==> src/rtl/regfile_dump_ctrl.sv <==
// -----------------------------------------------------------------------------
// regfile_dump_ctrl
//
// Hardware sequencer for the processor/regfile harness. The block:
//   1. holds the CPU (and its regfile) in reset until a start request,
//   2. releases the CPU for exactly `len` clock edges,
//   3. freezes architectural writes, takes over regfile read port A and
//      streams r0..r(NUM_REGS-1) out on a valid/ready channel,
//   4. parks in DONE with the CPU held in reset until the next start.
//
// It sits between processor, regfile and RAM in the top-level wrapper and
// owns the sharing of read port A and of the regfile/dmem write enables.
//
// Optional build macro: REGDUMP_CHECK_EN
//   When defined, each dumped beat is compared against exp_data. err_count
//   counts differing beats and mismatch pulses for one cycle (registered)
//   after each differing beat. When undefined those ports and that logic
//   are absent; all other behaviour is identical.
//
// Ports:
//   clock        in   system clock, all state on rising edge
//   reset        in   synchronous active-high reset, returns to IDLE
//   start        in   single-cycle run request (IDLE / DONE only)
//   num_cycles   in   run length, sampled on accepted start (0 -> default)
//   cpu_rs1      in   processor's read-port-A address
//   cpu_rwe      in   processor's regfile write enable
//   cpu_mwe      in   processor's data-memory write enable
//   rf_data_a    in   regfile read-port-A data
//   rf_rs1       out  regfile read-port-A address (muxed)
//   rf_rwe       out  regfile write enable (masked in test mode)
//   rf_mwe       out  data-memory write enable (masked in test mode)
//   cpu_reset    out  reset to processor and regfile
//   busy         out  high in RUN or DUMP
//   done         out  high in DONE
//   cycle_count  out  edges elapsed in current/last run (saturating)
//   out_valid    out  dump beat valid
//   out_ready    in   consumer accepts beat
//   out_reg      out  register index of current beat
//   out_data     out  register value of current beat
//   exp_data     in   expected beat value          (REGDUMP_CHECK_EN only)
//   err_count    out  number of differing beats    (REGDUMP_CHECK_EN only)
//   mismatch     out  one-cycle pulse per diff     (REGDUMP_CHECK_EN only)
// -----------------------------------------------------------------------------
module regfile_dump_ctrl #(
    parameter int NUM_REGS       = 32,
    parameter int CYCLE_W        = 8,
    parameter int DEFAULT_CYCLES = 255,
    parameter int DATA_W         = 32,
    localparam int IDX_W         = $clog2(NUM_REGS)
) (
    input  logic                clock,
    input  logic                reset,
    input  logic                start,
    input  logic [CYCLE_W-1:0]  num_cycles,
    input  logic [IDX_W-1:0]    cpu_rs1,
    input  logic                cpu_rwe,
    input  logic                cpu_mwe,
    input  logic [DATA_W-1:0]   rf_data_a,
    output logic [IDX_W-1:0]    rf_rs1,
    output logic                rf_rwe,
    output logic                rf_mwe,
    output logic                cpu_reset,
    output logic                busy,
    output logic                done,
    output logic [CYCLE_W-1:0]  cycle_count,
    output logic                out_valid,
    input  logic                out_ready,
    output logic [IDX_W-1:0]    out_reg,
    output logic [DATA_W-1:0]   out_data
`ifdef REGDUMP_CHECK_EN
    ,
    input  logic [DATA_W-1:0]   exp_data,
    output logic [5:0]          err_count,
    output logic                mismatch
`endif
);

    // -------------------------------------------------------------------------
    // Constants
    // -------------------------------------------------------------------------
    localparam logic [1:0] ST_IDLE = 2'd0;
    localparam logic [1:0] ST_RUN  = 2'd1;
    localparam logic [1:0] ST_DUMP = 2'd2;
    localparam logic [1:0] ST_DONE = 2'd3;

    localparam logic [CYCLE_W-1:0] DEF_LEN  = CYCLE_W'(DEFAULT_CYCLES);
    localparam logic [IDX_W-1:0]   LAST_IDX = IDX_W'(NUM_REGS - 1);

    // -------------------------------------------------------------------------
    // Helper functions
    // -------------------------------------------------------------------------

    // Saturating increment for the run-length counter. The counter can never
    // legitimately exceed len (<= 2^CYCLE_W-1), so saturation only guards
    // against wrap should the compare ever be missed.
    function automatic logic [CYCLE_W-1:0] sat_inc_cyc(input logic [CYCLE_W-1:0] v);
        logic [CYCLE_W-1:0] r;
        if (v == {CYCLE_W{1'b1}}) begin
            r = v;
        end else begin
            r = v + 1'b1;
        end
        return r;
    endfunction

    // A requested length of zero selects the default run length.
    function automatic logic [CYCLE_W-1:0] select_len(input logic [CYCLE_W-1:0] n);
        logic [CYCLE_W-1:0] r;
        if (n == '0) begin
            r = DEF_LEN;
        end else begin
            r = n;
        end
        return r;
    endfunction

`ifdef REGDUMP_CHECK_EN
    // Error counter saturates rather than wrapping back to a clean-looking 0.
    function automatic logic [5:0] sat_inc_err(input logic [5:0] v);
        logic [5:0] r;
        if (v == 6'h3f) begin
            r = v;
        end else begin
            r = v + 1'b1;
        end
        return r;
    endfunction
`endif

    // -------------------------------------------------------------------------
    // State
    // -------------------------------------------------------------------------
    logic [1:0]         state;
    logic [CYCLE_W-1:0] run_len;
    logic [CYCLE_W-1:0] cyc_cnt;
    logic [IDX_W-1:0]   dump_idx;

    // -------------------------------------------------------------------------
    // Decoded control
    // -------------------------------------------------------------------------
    logic test_mode;
    logic start_acc;
    logic run_last;
    logic beat_xfer;
    logic beat_last;

    // Test mode covers DUMP and DONE: the regfile read port belongs to the
    // dump sequencer and all architectural writes are blocked.
    assign test_mode = (state == ST_DUMP) || (state == ST_DONE);

    // start is only honoured from the parked states; RUN and DUMP ignore it.
    assign start_acc = start && ((state == ST_IDLE) || (state == ST_DONE));

    // The edge on which the count goes from len-1 to len is the last RUN edge,
    // giving exactly len edges with cpu_reset low.
    assign run_last  = (state == ST_RUN) && (cyc_cnt == run_len - 1'b1);

    assign beat_xfer = (state == ST_DUMP) && out_ready;
    assign beat_last = beat_xfer && (dump_idx == LAST_IDX);

    // -------------------------------------------------------------------------
    // Sequencer state machine
    // -------------------------------------------------------------------------
    always_ff @(posedge clock) begin
        if (reset) begin
            state    <= ST_IDLE;
            run_len  <= '0;
            cyc_cnt  <= '0;
            dump_idx <= '0;
        end else begin
            case (state)
                ST_IDLE: begin
                    if (start_acc) begin
                        state   <= ST_RUN;
                        run_len <= select_len(num_cycles);
                        cyc_cnt <= '0;
                    end
                end

                ST_RUN: begin
                    cyc_cnt <= sat_inc_cyc(cyc_cnt);
                    if (run_last) begin
                        state <= ST_DUMP;
                    end
                end

                ST_DUMP: begin
                    if (beat_last) begin
                        state    <= ST_DONE;
                        dump_idx <= '0;
                    end else if (beat_xfer) begin
                        dump_idx <= dump_idx + 1'b1;
                    end
                end

                ST_DONE: begin
                    if (start_acc) begin
                        state    <= ST_RUN;
                        run_len  <= select_len(num_cycles);
                        cyc_cnt  <= '0;
                        dump_idx <= '0;
                    end
                end

                default: begin
                    state <= ST_IDLE;
                end
            endcase
        end
    end

    // -------------------------------------------------------------------------
    // Port sharing: combinational, no added latency on the CPU path
    // -------------------------------------------------------------------------
    assign rf_rs1 = test_mode ? dump_idx : cpu_rs1;
    assign rf_rwe = cpu_rwe & ~test_mode;
    assign rf_mwe = cpu_mwe & ~test_mode;

    // -------------------------------------------------------------------------
    // Status and dump channel
    // -------------------------------------------------------------------------
    // The CPU keeps running (writes masked) during DUMP so that the regfile
    // contents survive; it is only held in reset while parked.
    assign cpu_reset   = (state == ST_IDLE) || (state == ST_DONE);
    assign busy        = (state == ST_RUN)  || (state == ST_DUMP);
    assign done        = (state == ST_DONE);
    assign cycle_count = cyc_cnt;

    // Read data is stable while a beat is stalled because writes are masked
    // and the read address only moves on a transfer.
    assign out_valid = (state == ST_DUMP);
    assign out_reg   = dump_idx;
    assign out_data  = rf_data_a;

`ifdef REGDUMP_CHECK_EN
    // -------------------------------------------------------------------------
    // Optional dump checker
    // -------------------------------------------------------------------------
    logic [5:0] err_cnt;
    logic       mismatch_q;

    always_ff @(posedge clock) begin
        if (reset) begin
            err_cnt    <= '0;
            mismatch_q <= 1'b0;
        end else begin
            mismatch_q <= 1'b0;
            if (start_acc) begin
                err_cnt <= '0;
            end else if (beat_xfer && (rf_data_a != exp_data)) begin
                err_cnt    <= sat_inc_err(err_cnt);
                mismatch_q <= 1'b1;
            end
        end
    end

    assign err_count = err_cnt;
    assign mismatch  = mismatch_q;
`endif

endmodule
==> config.mk <==
export PLATFORM = sky130hd
export DESIGN_NAME = regfile_dump_ctrl
export DESIGN_NICKNAME = d
export VERILOG_FILES = /design/src/rtl/regfile_dump_ctrl.sv
export SDC_FILE = /design/constraint.sdc
export NUM_CORES = 1
export LEC_CHECK = 0
export CAP_MARGIN = 20
export CORE_ASPECT_RATIO = 2
export CORE_MARGIN = 2
export CORE_UTILIZATION = 36
export CTS_CLUSTER_SIZE = 10
export DETAILED_ROUTE_END_ITERATION = 12
export PLACE_DENSITY = 0.77
export SKIP_LAST_GASP = 1
export SLEW_MARGIN = 20
export SYNTH_ARGS = -nofsm -noshare
export SYNTH_HDL_FRONTEND = slang
export SYNTH_SLANG_ARGS = --single-unit
==> constraint.sdc <==
create_clock -name clock -period 2.45 [get_ports clock]
set_input_delay 0.49 -clock clock [delete_from_list [all_inputs] [get_ports clock]]
set_output_delay 0.49 -clock clock [all_outputs]
set_load 0.01 [all_outputs]
==> run metrics <==
status finished, final reports clean; crit path capture rf_rs1[1]; clock share of power 0.120; pin count of the biggest net entering global routing 13; DRT Pass-1 Iters 4; synthesized area roughly 0.0016 mm^2; hold_ws approximately 0.5 ns; Relative slew margins 0.731; top_reg_cell synth dfxtp_1; routed wire length 3730 um; Worst R2R Path Depth 8; Util after Layout 0.450; reg-to-reg slack, setup ~0.19 ns; clk buf depth 2; sw frac 0.396; setup_tns 0 ns; Die Ht 98.5 um; vias 1,361; die width between 50 and 60 um; Worst VDD drop 371 uV; # H-tree levels 1; Final Max Slew Viols 0; Critical Path Source state[0]; CP endpoint kind output port; Ant. Diodes 0; global route overflow 0; Root Buffer clkbuf_8; Synth area leaders dfxtp_1 29%, buf_4 15%, nor2_1 7.7%; Ys Warns 0; Hold Path Class reg2reg; FFs w/ async S/R, synth 0; die area 0.00505 mm^2; number of max-cap violations 0; fin crit period 2.33 ns; global-route wire length before repair 6060 um; RR Endpoint state[1]; Reg clk slew, reported paths 0.08 ns; initial core utilization 0.370; Tcrit/Tclk final 0.950; clk_lat worst skew around 0.26 ns; # nets final 272; Final ANT Viol Nets 0; WL/cell 14.0 um; Net Switching 764 uW; vias in the first global route 1,327; clk sinks 23; register area share after synthesis 0.287; CTS Buf Count 3; worst flop-to-flop path startpoint run_len[0]; Area Overhead vs Synth 21.6%; arrival time worst endpoint 1.84 ns; Comb pwr share 0.590; top cell type's share of synthesized area 0.287; IO Pins ~110; worst-path maximum fanout 7; number of enable flip-flop cells after synthesis 0; Least-Margin Pin Slew 0.400 ns; Crit Path Class reg2out; RSZ-0062 raised after global routing no; Synth top cells by count 33 x nor2_1, 32 x buf_4, 23 x dfxtp_1, 11 x xnor2_1, 9 x xor2_1; Buffers on Ports 42; DRT iter0 DRCs 33; Worst Skew about 0.0054 ns; GPL Wtd Cong between 0.8 and 0.9; CP startpoint kind flop; number of synthesized register bits 23; Via-to-Cell Ratio 5.10; CTS tree yes; Lkg Pwr 0.000771 uW; Final setup viols 0; Synth Instances 194; WP data required around 2 ns; PwrDens a little under 1000 mW/mm^2; Synth Area per Inst 8.28 um^2; internal power 1170 uW; FP Rows 34; Final Hold Viols 0; cell with the most instances after synthesis nor2_1; sequential share of power 0.290; residual DRC count 0; fmax 430 MHz; Yosys cell types 34; initial antenna violation count 0; CORE AREA 0.00434 mm^2; syn_nets 252; half-perimeter wire length after placement 3020 um; GRT Util Overall 0.155; area leader, netlist dfxtp_1; proportion of layout cells with a drive suffix above 1 0.122
-- power by group through the flow --
stage	clock network [uW]	registers [uW]	logic (uW)
3_3_place_gp	0	558	1100
3_5_place_dp	0	562	1130
6_report	232	559	1140
5_1_grt	255	573	1250
2_1_floorplan	0	548	755
4_1_cts	239	554	1150
-- through the flow --
| step | cell area (um^2) | std cells | total power (uW) | setup slack, ns |
|---|---|---|---|---|
| floorplan | 1610 | 194 | 1300 | 0.287 |
| CTS | 1940 | 267 | 1940 | 0.00530 |
| global route | 1950 | 267 | 2070 | 0.00886 |
| detailed placement | 1890 | 261 | 1700 | 0.116 |
| finish | 1950 | 267 | 1930 | 0.123 |
| global placement | 1890 | 261 | 1660 | 0.212 |
-- cells in the final DEF, fill, tap and decap left out, drive strengths merged, types with 2 or more instances in the layout --
master          n
clkdlybuf4s50  35
nor2           33
dfxtp          23
xnor2          11
xor2            9
nor3            8
buf             8
inv             7
ha              7
mux2            6
nand4           6
nand2           6
o21ai           6
dlygate4sd2     5
nand2b          4
a21oi           4
a211oi          4
clkbuf          4
or4             4
and2            3
nand3           3
and3            2
mux2i           2
dlymetal6s2s    2
-- how the worst min path moves through the flow --
stage | cells after the start | start | endpoint
after floorplan | 2 | state[1] | state[1]
after detailed placement | 2 | run_len[7] | run_len[7]
after CTS | 2 | state[0] | state[0]
after global placement | 2 | run_len[7] | run_len[7]
final | 2 | run_len[7] | run_len[7]
after global routing | 2 | run_len[7] | run_len[7]
-- worst max-delay path: stages, from the launching register on --
cell           delay (ns)
dfxtp_2              0.36
inv_1                0.05
ha_2                 0.21
nor2_1               0.09
buf_4                0.15
buf_4                0.12
mux2_2               0.31
dlygate4sd2_1        0.28
-- per-layer routing --
layer / wire [um] / track usage / share of wire / vias up
met5: 0 / 0 / 0 / -
met4: 123 / 0.0810 / 0.033 / 0
met3: 204 / 0.0136 / 0.055 / 16
met2: 2160 / 0.307 / 0.58 / 44
met1: 1240 / 0.147 / 0.33 / 637
li1: - / - / - / 664
-- cells by family after synthesis --
group | after synthesis | share of synthesized area
adder cells (fa/ha/maj) | 7 | 0.0545
buffers and inverters | 42 | 0.173
flip-flops | 23 | 0.287
multiplexers | 8 | 0.0545
AND/OR/NAND/NOR | 74 | 0.240
AO/OA/AOI/OAI | 20 | 0.0826
XOR/XNOR | 20 | 0.109
-- final cells by class --
cell class / instances / area [um^2]
Multi-Input combinational cell: 129 / 871
Tap cell: 54 / 67.6
Fill cell: 450 / 2390
Timing Repair Buffer: 50 / 479
Sequential cell: 23 / 464
Clock buffer: 4 / 45.0
Inverter: 7 / 26.3
-- what timing repair did --
action / CTS / global route
hold buffers: 0 / 0
resized for setup: 6 / 5
endpoints found under the setup margin: 5 / 5
setup buffers: 2 / 0
Power figures use the tool's default switching activity.
